==> config.mk <==
export PLATFORM = sky130hd
export DESIGN_NAME = avr_timer_n
export DESIGN_NICKNAME = d
export VERILOG_FILES = /design/src/rtl/avr_timer_n.sv
export SDC_FILE = /design/constraint.sdc
export NUM_CORES = 1
export LEC_CHECK = 0
export BUFFER_PORTS_ARGS = -buffer_cell sky130_fd_sc_hd__buf_4
export CAP_MARGIN = 20
export CORE_MARGIN = 2
export CORE_UTILIZATION = 50
export DETAILED_ROUTE_END_ITERATION = 10
export GPL_TIMING_DRIVEN = 0
export PLACE_DENSITY = 0.68
export SYNTH_ARGS = -nofsm -noshare
export SYNTH_HDL_FRONTEND = slang
export SYNTH_SLANG_ARGS = --single-unit
==> constraint.sdc <==
create_clock -name clock -period 2.89 [get_ports clock]
set_input_delay 0.4335 -clock clock [delete_from_list [all_inputs] [get_ports clock]]
set_output_delay 0.4335 -clock clock [all_outputs]
set_load 0.05 [all_outputs]
==> src/rtl/avr_timer_n.sv <==
// rtl/avr_timer_n.sv - parametrised AVR timer/counter: normal, CTC and fast-PWM modes
// with buffered 16-bit register access and per-channel compare outputs.
module avr_timer_n #(
  parameter int WIDTH = 8,
  parameter int NCMP  = 2
) (
  input  logic            clock,
  input  logic            reset,
  input  logic            locked,
  input  logic [3:0]      io_a,
  input  logic [7:0]      io_din,
  input  logic            io_w,
  input  logic            io_r,
  output logic [7:0]      io_dout,
  output logic [NCMP-1:0] oc,
  output logic            irq_ovf,
  output logic [NCMP-1:0] irq_cmp,
  input  logic            ack_ovf,
  input  logic [NCMP-1:0] ack_cmp
);
  localparam logic [WIDTH-1:0] TOP = '1;
  localparam logic [1:0] MODE_CTC = 2'd1;
  localparam logic [1:0] MODE_PWM = 2'd2;

  logic [WIDTH-1:0]            cnt_q, cnt_d;
  logic [4:0]                  ctrl_q, ctrl_d;
  logic [NCMP:0]               imsk_q, imsk_d, iflg_q, iflg_d;
  logic [NCMP-1:0][WIDTH-1:0]  cmp_sh_q, cmp_sh_d, cmp_act_q, cmp_act_d;
  logic [7:0]                  temp_q, temp_d;
  logic [9:0]                  pre_q, pre_d;
  logic                        skip_q, skip_d;
  logic [NCMP-1:0]             oc_q, oc_d, irq_cmp_q, irq_cmp_d;
  logic                        irq_ovf_q, irq_ovf_d;

  logic                        tick, pwm, cnt_wr, wrap;
  logic [1:0]                  mode;
  logic [15:0]                 wdata16, cnt16, rd_cmp16;
  logic [NCMP:0]               set_f, clr_f;
  logic [NCMP-1:0][WIDTH-1:0]  cmp_eff;

  assign cnt16 = 16'(cnt_q);

  always_comb begin
    mode = ctrl_q[4:3];
    pwm  = (mode == MODE_PWM);
    case (ctrl_q[2:0])
      3'd1:    tick = 1'b1;
      3'd2:    tick = &pre_q[2:0];
      3'd3:    tick = &pre_q[5:0];
      3'd4:    tick = &pre_q[7:0];
      3'd5:    tick = &pre_q;
      default: tick = 1'b0;
    endcase

    pre_d    = pre_q + 10'd1;
    ctrl_d   = ctrl_q;
    imsk_d   = imsk_q;
    temp_d   = temp_q;
    cmp_sh_d = cmp_sh_q;
    cnt_d    = cnt_q;
    skip_d   = skip_q;
    oc_d     = oc_q;
    set_f    = '0;
    clr_f    = {ack_cmp, ack_ovf};
    cnt_wr   = io_w && (io_a == 4'd3);
    // Low-byte writes commit the high byte previously parked in temp.
    wdata16  = (WIDTH == 16) ? {temp_q, io_din} : {8'h00, io_din};

    if (io_r && (io_a == 4'd3) && (WIDTH == 16)) temp_d = cnt16[15:8];
    if (io_w) begin
      case (io_a)
        4'd0:    ctrl_d = io_din[4:0];
        4'd1:    imsk_d = io_din[NCMP:0];
        4'd2:    clr_f  = clr_f | io_din[NCMP:0];
        4'd4:    if (WIDTH == 16) temp_d = io_din;
        default: ;
      endcase
      for (int k = 0; k < NCMP; k++) begin
        if (io_a == 4'(5 + 2 * k)) cmp_sh_d[k] = WIDTH'(wdata16);
        if ((io_a == 4'(6 + 2 * k)) && (WIDTH == 16)) temp_d = io_din;
      end
    end

    cmp_eff = pwm ? cmp_act_q : cmp_sh_q;
    if (cnt_wr) begin
      cnt_d  = WIDTH'(wdata16);
      skip_d = 1'b1;
    end else if (tick) begin
      skip_d = 1'b0;
      if ((mode == MODE_CTC) && (cnt_q == cmp_eff[0])) begin
        cnt_d = '0;
      end else begin
        cnt_d = cnt_q + WIDTH'(1);
        if (cnt_q == TOP) set_f[0] = 1'b1;
      end
      if (!skip_q) begin
        for (int k = 0; k < NCMP; k++) begin
          if (cnt_q == cmp_eff[k]) begin
            set_f[k+1] = 1'b1;
            if (!pwm) oc_d[k] = ~oc_q[k];
          end
        end
      end
    end
    if (pwm) begin
      for (int k = 0; k < NCMP; k++) oc_d[k] = (cnt_q < cmp_act_q[k]);
    end

    // Outside PWM the active set tracks the written values, so entering PWM starts fresh.
    wrap = tick && !cnt_wr && (cnt_q == TOP);
    if (!pwm)      cmp_act_d = cmp_sh_d;
    else if (wrap) cmp_act_d = cmp_sh_d;
    else           cmp_act_d = cmp_act_q;

    iflg_d    = (iflg_q & ~clr_f) | set_f;
    irq_ovf_d = iflg_q[0] & imsk_q[0];
    irq_cmp_d = iflg_q[NCMP:1] & imsk_q[NCMP:1];
  end

  always_ff @(posedge clock) begin
    if (reset) begin
      cnt_q     <= '0;
      ctrl_q    <= '0;
      imsk_q    <= '0;
      iflg_q    <= '0;
      cmp_sh_q  <= '0;
      cmp_act_q <= '0;
      temp_q    <= '0;
      pre_q     <= '0;
      skip_q    <= 1'b0;
      oc_q      <= '0;
      irq_ovf_q <= 1'b0;
      irq_cmp_q <= '0;
    end else if (locked) begin
      cnt_q     <= cnt_d;
      ctrl_q    <= ctrl_d;
      imsk_q    <= imsk_d;
      iflg_q    <= iflg_d;
      cmp_sh_q  <= cmp_sh_d;
      cmp_act_q <= cmp_act_d;
      temp_q    <= temp_d;
      pre_q     <= pre_d;
      skip_q    <= skip_d;
      oc_q      <= oc_d;
      irq_ovf_q <= irq_ovf_d;
      irq_cmp_q <= irq_cmp_d;
    end
  end

  always_comb begin
    io_dout  = 8'h00;
    rd_cmp16 = 16'h0000;
    case (io_a)
      4'd0:    io_dout = {3'b000, ctrl_q};
      4'd1:    io_dout = 8'(imsk_q);
      4'd2:    io_dout = 8'(iflg_q);
      4'd3:    io_dout = cnt16[7:0];
      4'd4:    io_dout = (WIDTH == 16) ? temp_q : 8'h00;
      default: ;
    endcase
    for (int k = 0; k < NCMP; k++) begin
      rd_cmp16 = 16'(cmp_sh_q[k]);
      if (io_a == 4'(5 + 2 * k)) io_dout = rd_cmp16[7:0];
      if ((io_a == 4'(6 + 2 * k)) && (WIDTH == 16)) io_dout = rd_cmp16[15:8];
    end
  end

  assign oc      = oc_q;
  assign irq_ovf = irq_ovf_q;
  assign irq_cmp = irq_cmp_q;
endmodule

* Yosys cells after proc, flatten, opt, wreduce, memory -nomap -nowiden
Cells that the tools add are included.
Word-level totals: register bits 67, bits of input ports 20, output and inout port bits 13, logic and storage cells 94
Cells by class: add/subtract/negate cells 2, magnitude comparators 2, equality and inequality tests 18, multiplexer cells 30, bitwise logic cells 8, reduce and logical (&&, ||, !) cells 20
Operators with widths (number):
- 16-bit 2-to-1 mux | 4
- 8-bit 2-to-1 mux | 7
- 8-bit case mux with 4 select lines | 1
- 8-bit == test | 2
- 8-bit less-than comparator | 2
- 3-bit 2-to-1 mux | 4
- 10-bit by 1-bit adder with 10-bit output, second input constant | 1
- 2-bit 2-to-1 mux | 5
- 10-bit AND reduction | 1
- 5-bit AND reduction | 2
- 3-bit AND reduction | 3
- 8-bit by 1-bit adder with 8-bit output, second input constant | 1
- 4-bit by 2-bit == test with 1-bit output, second input constant | 2
- 4-bit by 3-bit == test with 1-bit output, second input constant | 2
- 8-bit == test, second input constant | 1
- 1-bit 2-to-1 mux | 8
- 8-bit AND reduction | 1
- 2-bit nonzero test | 4
- 3-bit by 2-bit == test with 1-bit output, second input constant | 2
- 3-bit == test, second input constant | 2
- 3-bit bitwise OR | 2
- 6-bit AND reduction | 1
- 1-bit case mux with 5 select lines | 1
- 4-bit by 1-bit == test with 1-bit output, second input constant | 1
- other kinds (14) | 20

* Depth between registers and ports, before layout
Gate-level depths: netlist (run 1).
depth in word-level cells 8, depth in mapped cells 10, mapped depth without buffers 8

* Worst setup path before layout (run 1)
No wires, ideal clock.
path kind input port to output port, from in io_a[1], to out io_dout[5], data arrival time 2137 ps, required time 2457 ps, slack 320 ps, stages 4, path buffers 2, cell sequence buf_2 buf_1 mux2i_1 o21ai_0
On the way: longest elaborated chain between the ends 4, elaborated cells on any way between the ends 9, those cells by class eq/ne (5); mux (3); reduce/logical (1)
Ends and longest elaborated chain:
- start: declaration | RTL line 10 | input logic [3:0] io_a,
- 4-bit by 2-bit == test with 1-bit output, or another cell as far along | RTL line 153 | case (io_a)
- 8-bit case mux with 4 select lines | RTL line 153
- 8-bit 2-to-1 mux | RTL line 163 | if (io_a == 4'(5 + 2 * k)) io_dout = rd_cmp16[7:0];
- 8-bit 2-to-1 mux * | RTL line 163
- end: declaration | RTL line 14 | output logic [7:0] io_dout,
Every way passes the cells marked *; elsewhere a longest branch is shown, timed or not.

* Worst setup path in the final report (run 1)
from reg cnt_q[1], to reg iflg_q[2]
On the way: longest elaborated chain between the ends 6
Ends and longest elaborated chain:
- start: declaration | RTL line 25 | logic [WIDTH-1:0] cnt_q, cnt_d;
- start signal: assignment | RTL line 135 | cnt_q <= cnt_d;
- 8-bit == test | RTL line 98 | if (cnt_q == cmp_eff[k]) begin
- 1-bit 2-to-1 mux | RTL line 98
- 2-bit 2-to-1 mux | RTL line 96 | if (!skip_q) begin
- 3-bit 2-to-1 mux | RTL line 88 | end else if (tick) begin
- 3-bit 2-to-1 mux | RTL line 85 | if (cnt_wr) begin
- 3-bit bitwise OR | RTL line 115 | iflg_d = (iflg_q & ~clr_f) | set_f;
- end signal: assignment | RTL line 138 | iflg_q <= iflg_d;
- end: declaration | RTL line 27 | logic [NCMP:0] imsk_q, imsk_d, iflg_q, iflg_d;
Every way passes these cells. A chain may end at the register's enable or synchronous reset.

==> results.sh, run 1 <==
export IMPL_fin_ws_ns=0.125
export IMPL_hold_depth=3
export IMPL_antenna_found_initial=0
export IMPL_yosysWarnings=0
export IMPL_dieArea_um2=9410
export IMPL_wire_per_inst_um=19.8
export IMPL_total_power_mw=2.34
export IMPL_drt_iter0_drc=578
export IMPL_ir_drop_mv=0.220
export IMPL_synth_avg_cell_area_um2=8.11
export IMPL_power_frac_seq=0.420
export IMPL_clk_path_buf_depth=2
export IMPL_drtAntennaViolNets=0
export IMPL_vias_per_cell=6.15
export IMPL_start_util=0.521
export IMPL_criticalPathCategory="flop to flop"
export IMPL_clk_latency_ns=0.36
export IMPL_wirelength_um=13500
export IMPL_n_fill_cell=785
export IMPL_grt_overflow_total=0
export IMPL_synthArstFlopShare=0
export IMPL_max_slew_margin=0.414
export IMPL_switching_share=0.287
export IMPL_synth_net_count=570
export IMPL_fin_crit_sh=0.957
export IMPL_synthCells=533
export IMPL_status="completed"
export IMPL_root_buffer="clkbuf_8"
export IMPL_grt_max_degree=14
export IMPL_io_pins=33
export IMPL_num_vias=4186
export IMPL_place_ws_ns=0.187
export IMPL_drv_cap=0
export IMPL_ys_flop_type="dfxtp_1"
export IMPL_max_freq_mhz=362
export IMPL_antenna_cells=0
export IMPL_power_share_clock=0.428
export IMPL_fp_coreArea_um2=8300
export IMPL_grt_pass1_wl_um=21300
export IMPL_cts_max_level=3
export IMPL_worstPathArrival_ns=3.06
export IMPL_tns_ns=0
export IMPL_required_ns=3.18
export IMPL_hp_start="io_din[0]"
export IMPL_clock_sinks=67
export IMPL_worst_setup_path_end_kind="flop"
export IMPL_synth_seq_area_share=0.310
export IMPL_min_to="imsk_q[0]"
export IMPL_pwr_share_comb=0.152
export IMPL_cts_tree="built"
export IMPL_io_buffers=27
export IMPL_row_count=33
export IMPL_p_leak_nw=1.76
export IMPL_power_density_nw_per_um2=477
export IMPL_fin_crit_ns=2.77
export IMPL_drive_above_1_share=0.128
export IMPL_fp_dieH_um=97.0
export IMPL_hold_viol=0
export IMPL_ys_types=58
export IMPL_grt_pass1_vias=3923
export IMPL_r2r_cells=7
export IMPL_gp_congestion=0.957
export IMPL_worstSetupStartpointType="flop"
export IMPL_r2r_start="cnt_q[1]"
export IMPL_post_route_util=0.591
export IMPL_syn2layout_area_growth_pct=13.5
export IMPL_synth_edf_count=0
export IMPL_place_hpwl_um=9790
export IMPL_yosys_register_bits=67
export IMPL_hp_class="input pin to flop"
export IMPL_setup_viol=0
export IMPL_report_final_slew_viol_count=0
export IMPL_layout_cells_most_common_list="a21oi_1, dfxtp_1, nand2_1, nor2_1, nand3_1"
export IMPL_r2r_slack_ns=0.12
export IMPL_p_sw_mw=0.670
export IMPL_numCtsBuffers=9
export IMPL_clk_pin_slew_ns=0.09
export IMPL_synth_area_um2=4320
export IMPL_max_slew_worst_pin_slew_ns=0.876
export IMPL_fp_dieW_um=97.0
export IMPL_rsz0062_at_grt="no"
export IMPL_r2r_end="iflg_q[2]"
export IMPL_postCtsHoldBufs=0
export IMPL_grt_usage=0.290
export IMPL_first_pass_iters=5
export IMPL_skew_ns=0.0106
export IMPL_internal_power_mw=1.67
export IMPL_final_nets=608
export IMPL_drc_errors=0
export IMPL_critPathMaxFanout=6
routing by layer:
layer | share of wire | up-vias | global-route usage
met5 | 0 | - | 0
met3 | 0.084 | 62 | 0.0636
met2 | 0.43 | 214 | 0.428
met1 | 0.44 | 1924 | 0.404
met4 | 0.046 | 0 | 0.131
li1 | - | 1986 | -
metrics by stage:
step           std cells  cell area [um^2]  hold WS, ns
2_1_floorplan        533              4320        0.463
3_3_place_gp         665              4660        0.455
6_report             681              4910        0.364
3_5_place_dp         665              4660        0.461
4_1_cts              681              4900        0.348
5_1_grt              681              4910        0.354
worst max path at each step:
stage | startpoint | endpoint | slack (ns) | depth (start not counted)
floorplan | io_a[1] | io_dout[5] | 0.32 | 4
global placement | cnt_q[1] | iflg_q[2] | 0.24 | 7
detailed placement | cnt_q[1] | iflg_q[2] | 0.19 | 7
CTS | cnt_q[1] | iflg_q[2] | 0.16 | 7
global route | cnt_q[1] | iflg_q[2] | 0.05 | 7
finish | cnt_q[1] | iflg_q[2] | 0.12 | 7
power by group through the flow:
stage | registers [mW] | logic, mW | clock network [mW]
after global routing | 0.985 | 0.388 | 1.05
after CTS | 0.981 | 0.350 | 1.01
final | 0.982 | 0.357 | 1.00
after detailed placement | 1.00 | 0.348 | 0
after global placement | 1.00 | 0.343 | 0
after floorplan | 0.989 | 0.244 | 0
synth_stat cells, types with 5 or more instances:
cell	number	share of area
a211oi_2	5	0.014
nor2b_1	10	0.014
mux2i_1	33	0.076
xnor2_1	18	0.036
dfxtp_1	67	0.31
clkbuf_1	16	0.014
nor2_1	43	0.037
buf_2	5	0.0058
a211oi_1	14	0.024
nand3_1	35	0.041
buf_1	5	0.0043
o21ai_0	26	0.030
inv_1	19	0.016
nor3_1	5	0.0058
a32oi_1	5	0.010
nand2_1	50	0.043
a21oi_1	67	0.078
xor2_1	10	0.020
ha_1	17	0.049
nand4_1	9	0.013
kinds of logic after synthesis:
group                    after synthesis  synth area share
multiplexers                          33            0.0764
buffers and inverters                 59            0.0802
AO/OA/AOI/OAI                        147             0.221
flip-flops                            67             0.310
adder cells (fa/ha/maj)               17            0.0492
AND/OR/NAND/NOR                      182             0.206
XOR/XNOR                              28            0.0567
layout make-up:
type | count | area (um^2) | area share
clock buffer | 9 | 124 | 0.0252
sequential | 67 | 1340 | 0.273
timing repair buffer | 27 | 203 | 0.0413
inverter | 19 | 71.3 | 0.0145
clock inverter | 7 | 124 | 0.0252
tap | 105 | 131 | 0.0268
buffer | 40 | 275 | 0.0561
multi-input combinational | 407 | 2640 | 0.537
registers in the layout, indices dropped and copies added (netlist names):
register	count
pre_q	10
irq_ovf	1
imsk_q	3
ctrl_q	5
cnt_q	8
irq_cmp	2
cmp_sh_q	16
iflg_q	3
skip_q	1
oc	2
cmp_act_q	16
critical path: stages, from the launching register on:
cell,delay [ns]
dfxtp_1,0.40
clkbuf_1,0.35
inv_1,0.18
a2111oi_1,0.63
a22oi_1,0.19
a311oi_1,0.49
nand3_1,0.25
a21oi_1,0.20
what timing repair did:
item | CTS | global route
resized for setup | 0 | 1
endpoints found under the setup margin | 0 | 2
setup buffers | 0 | 0
(Power assumes the default switching activity.)
==> inputs of run 2 (changes only) <==
==> config.mk (replaced) <==
export PLATFORM = sky130hd
export DESIGN_NAME = avr_timer_n
export DESIGN_NICKNAME = d
export VERILOG_FILES = /design/src/rtl/avr_timer_n.sv
export SDC_FILE = /design/constraint.sdc
export NUM_CORES = 1
export LEC_CHECK = 0
export CAP_MARGIN = 20
export CORE_MARGIN = 2
export CORE_UTILIZATION = 50
export DETAILED_ROUTE_END_ITERATION = 10
export DONT_BUFFER_PORTS = 1
export GPL_TIMING_DRIVEN = 0
export PLACE_DENSITY = 0.65
export SYNTH_ARGS = -nofsm -noshare
export SYNTH_HDL_FRONTEND = slang
export SYNTH_SLANG_ARGS = --single-unit
==> constraint.sdc (replaced) <==
create_clock -name clock -period 3.4 [get_ports clock]
set_input_delay 0.51 -clock clock [delete_from_list [all_inputs] [get_ports clock]]
set_output_delay 0.51 -clock clock [all_outputs]
set_load 0.05 [all_outputs]
==> run 2 against run 1 <==
  * Global-route usage grew 0.20 points
  * Utilization fell by 2.7 points
  * Final area is 4.6% lower
  * Sequential share of layout area grew 1.3 points
  * Hold slack worse by 0.061 ns
  * Die area stayed put
  * Non-clock buffer count is 27 lower
  * Combinational power down 22%
  * Clock skew about the same
  * Largest power group is now sequential cells
==> results.sh, run 2 (synthesized netlist as in run 1, its figures left out) <==
export IMPL_report_final_slew_viol_count=0
export IMPL_cts_tree="built"
export IMPL_clk_pin_slew_ns=0.08
export IMPL_hp_start="io_din[5]"
export IMPL_antenna_cells=0
export IMPL_vias_per_cell=6.41
export IMPL_drive_above_1_share=0.0856
export IMPL_gp_congestion=0.942
export IMPL_drt_iter0_drc=379
export IMPL_wire_per_inst_um=20.7
export IMPL_numCtsBuffers=9
export IMPL_start_util=0.521
export IMPL_wirelength_um=13600
export IMPL_r2r_start="cnt_q[1]"
export IMPL_n_fill_cell=812
export IMPL_max_freq_mhz=326
export IMPL_fp_dieH_um=97.0
export IMPL_tns_ns=0
export IMPL_grt_pass1_wl_um=21700
export IMPL_first_pass_iters=5
export IMPL_min_to="cmp_sh_q[5]"
export IMPL_clock_sinks=67
export IMPL_ir_drop_mv=0.218
export IMPL_hold_depth=2
export IMPL_clk_path_buf_depth=2
export IMPL_drc_errors=0
export IMPL_fin_crit_sh=0.901
export IMPL_place_hpwl_um=9770
export IMPL_cts_max_level=3
export IMPL_rsz0062_at_grt="no"
export IMPL_drv_cap=0
export IMPL_syn2layout_area_growth_pct=8.22
export IMPL_antenna_found_initial=0
export IMPL_fin_ws_ns=0.337
export IMPL_r2r_end="iflg_q[2]"
export IMPL_grt_pass1_vias=3952
export IMPL_fp_dieW_um=97.0
export IMPL_root_buffer="clkbuf_8"
export IMPL_clk_latency_ns=0.36
export IMPL_reg_top3="cmp_act_q: 16 flops, cmp_sh_q: 16 flops, pre_q: 10 flops"
export IMPL_cts_setup_buffers=0
export IMPL_drtAntennaViolNets=0
export IMPL_setup_viol=0
export IMPL_io_pins=33
export IMPL_skew_ns=0.0109
export IMPL_place_ws_ns=0.661
export IMPL_row_count=33
export IMPL_grt_max_degree=14
export IMPL_m1WireLength_um=5970
export IMPL_worstSetupStartpointType="flop"
export IMPL_dieArea_um2=9410
export IMPL_num_vias=4193
export IMPL_hp_class="input pin to flop"
export IMPL_required_ns=2.89
export IMPL_routed_wl_met2_um=5930
export IMPL_status="completed"
export IMPL_r2r_cells=7
export IMPL_max_slew_margin=0.310
export IMPL_power_density_nw_per_um2=403
export IMPL_hold_viol=0
export IMPL_worst_setup_path_end_kind="output pin"
export IMPL_io_buffers=0
export IMPL_top_layer="met4"
export IMPL_crit_start="cnt_q[3]"
export IMPL_fin_area_um2=4680
export IMPL_postCtsHoldBufs=0
export IMPL_grt_overflow_total=0
export IMPL_routed_wl_met3_um=1200
export IMPL_max_slew_worst_pin_slew_ns=1.03
export IMPL_fp_coreArea_um2=8300
export IMPL_placed_area_um2=4450
export IMPL_fin_crit_ns=3.06
export IMPL_cts_resized=0
export IMPL_r2r_slack_ns=0.52
export IMPL_worstPathArrival_ns=2.55
export IMPL_final_nets=581
export IMPL_grt_usage=0.292
export IMPL_p_leak_nw=1.61
export IMPL_criticalPathCategory="flop to output pin"
export IMPL_layout_cells_most_common_list="a21oi_1, dfxtp_1, nand2_1, nor2_1, nand3_1"
export IMPL_critPathMaxFanout=10
==> run 2: worst max path at each step <==
| stage | endpoint | cells after the start |
|---|---|---|
| floorplan | io_dout[5] | 4 |
| global placement | io_dout[7] | 4 |
| detailed placement | io_dout[3] | 6 |
| CTS | io_dout[3] | 5 |
| global route | io_dout[4] | 5 |
| finish | io_dout[3] | 5 |
==> run 2: power by group <==
group / leakage (nW) / internal [mW] / switching (mW)
combinational: 0.955 / 0.106 / 0.172
sequential: 0.544 / 0.806 / 0.0292
clock: 0.114 / 0.418 / 0.352
==> run 2: cell type report <==
type | count | area [um^2] | area share
Clock buffer | 9 | 124 | 0.0265
Sequential cell | 67 | 1340 | 0.287
Inverter | 19 | 71.3 | 0.0152
Tap cell | 105 | 131 | 0.0281
Buffer | 40 | 275 | 0.0588
Clock inverter | 7 | 100 | 0.0214
Multi-Input combinational cell | 407 | 2640 | 0.563
==> run 2: worst max-delay path: stages (launching register included) <==
cell      delay, ns
dfxtp_1        0.56
clkbuf_1       0.49
o21ai_0        0.18
a21oi_1        0.17
a21oi_1        0.05
nor2_1         0.75
==> run 2: per-layer routing <==
| layer | vias to the layer above | track usage |
|---|---|---|
| met2 | 243 | 0.443 |
| li1 | 1941 | - |
| met1 | 1961 | 0.411 |
| met4 | 0 | 0.113 |
| met5 | - | 0 |
| met3 | 48 | 0.0535 |
==> run 2: per-stage QoR <==
step / utilization / instances / power [mW] / hold slack (ns)
final: 0.564 / 654 / 1.88 / 0.302
after detailed placement: 0.537 / 638 / 1.12 / 0.495
after global placement: 0.537 / 638 / 1.12 / 0.481
after floorplan: - / 533 / 1.05 / 0.463
after CTS: 0.564 / 654 / 1.88 / 0.301
after global routing: 0.564 / 654 / 1.96 / 0.313
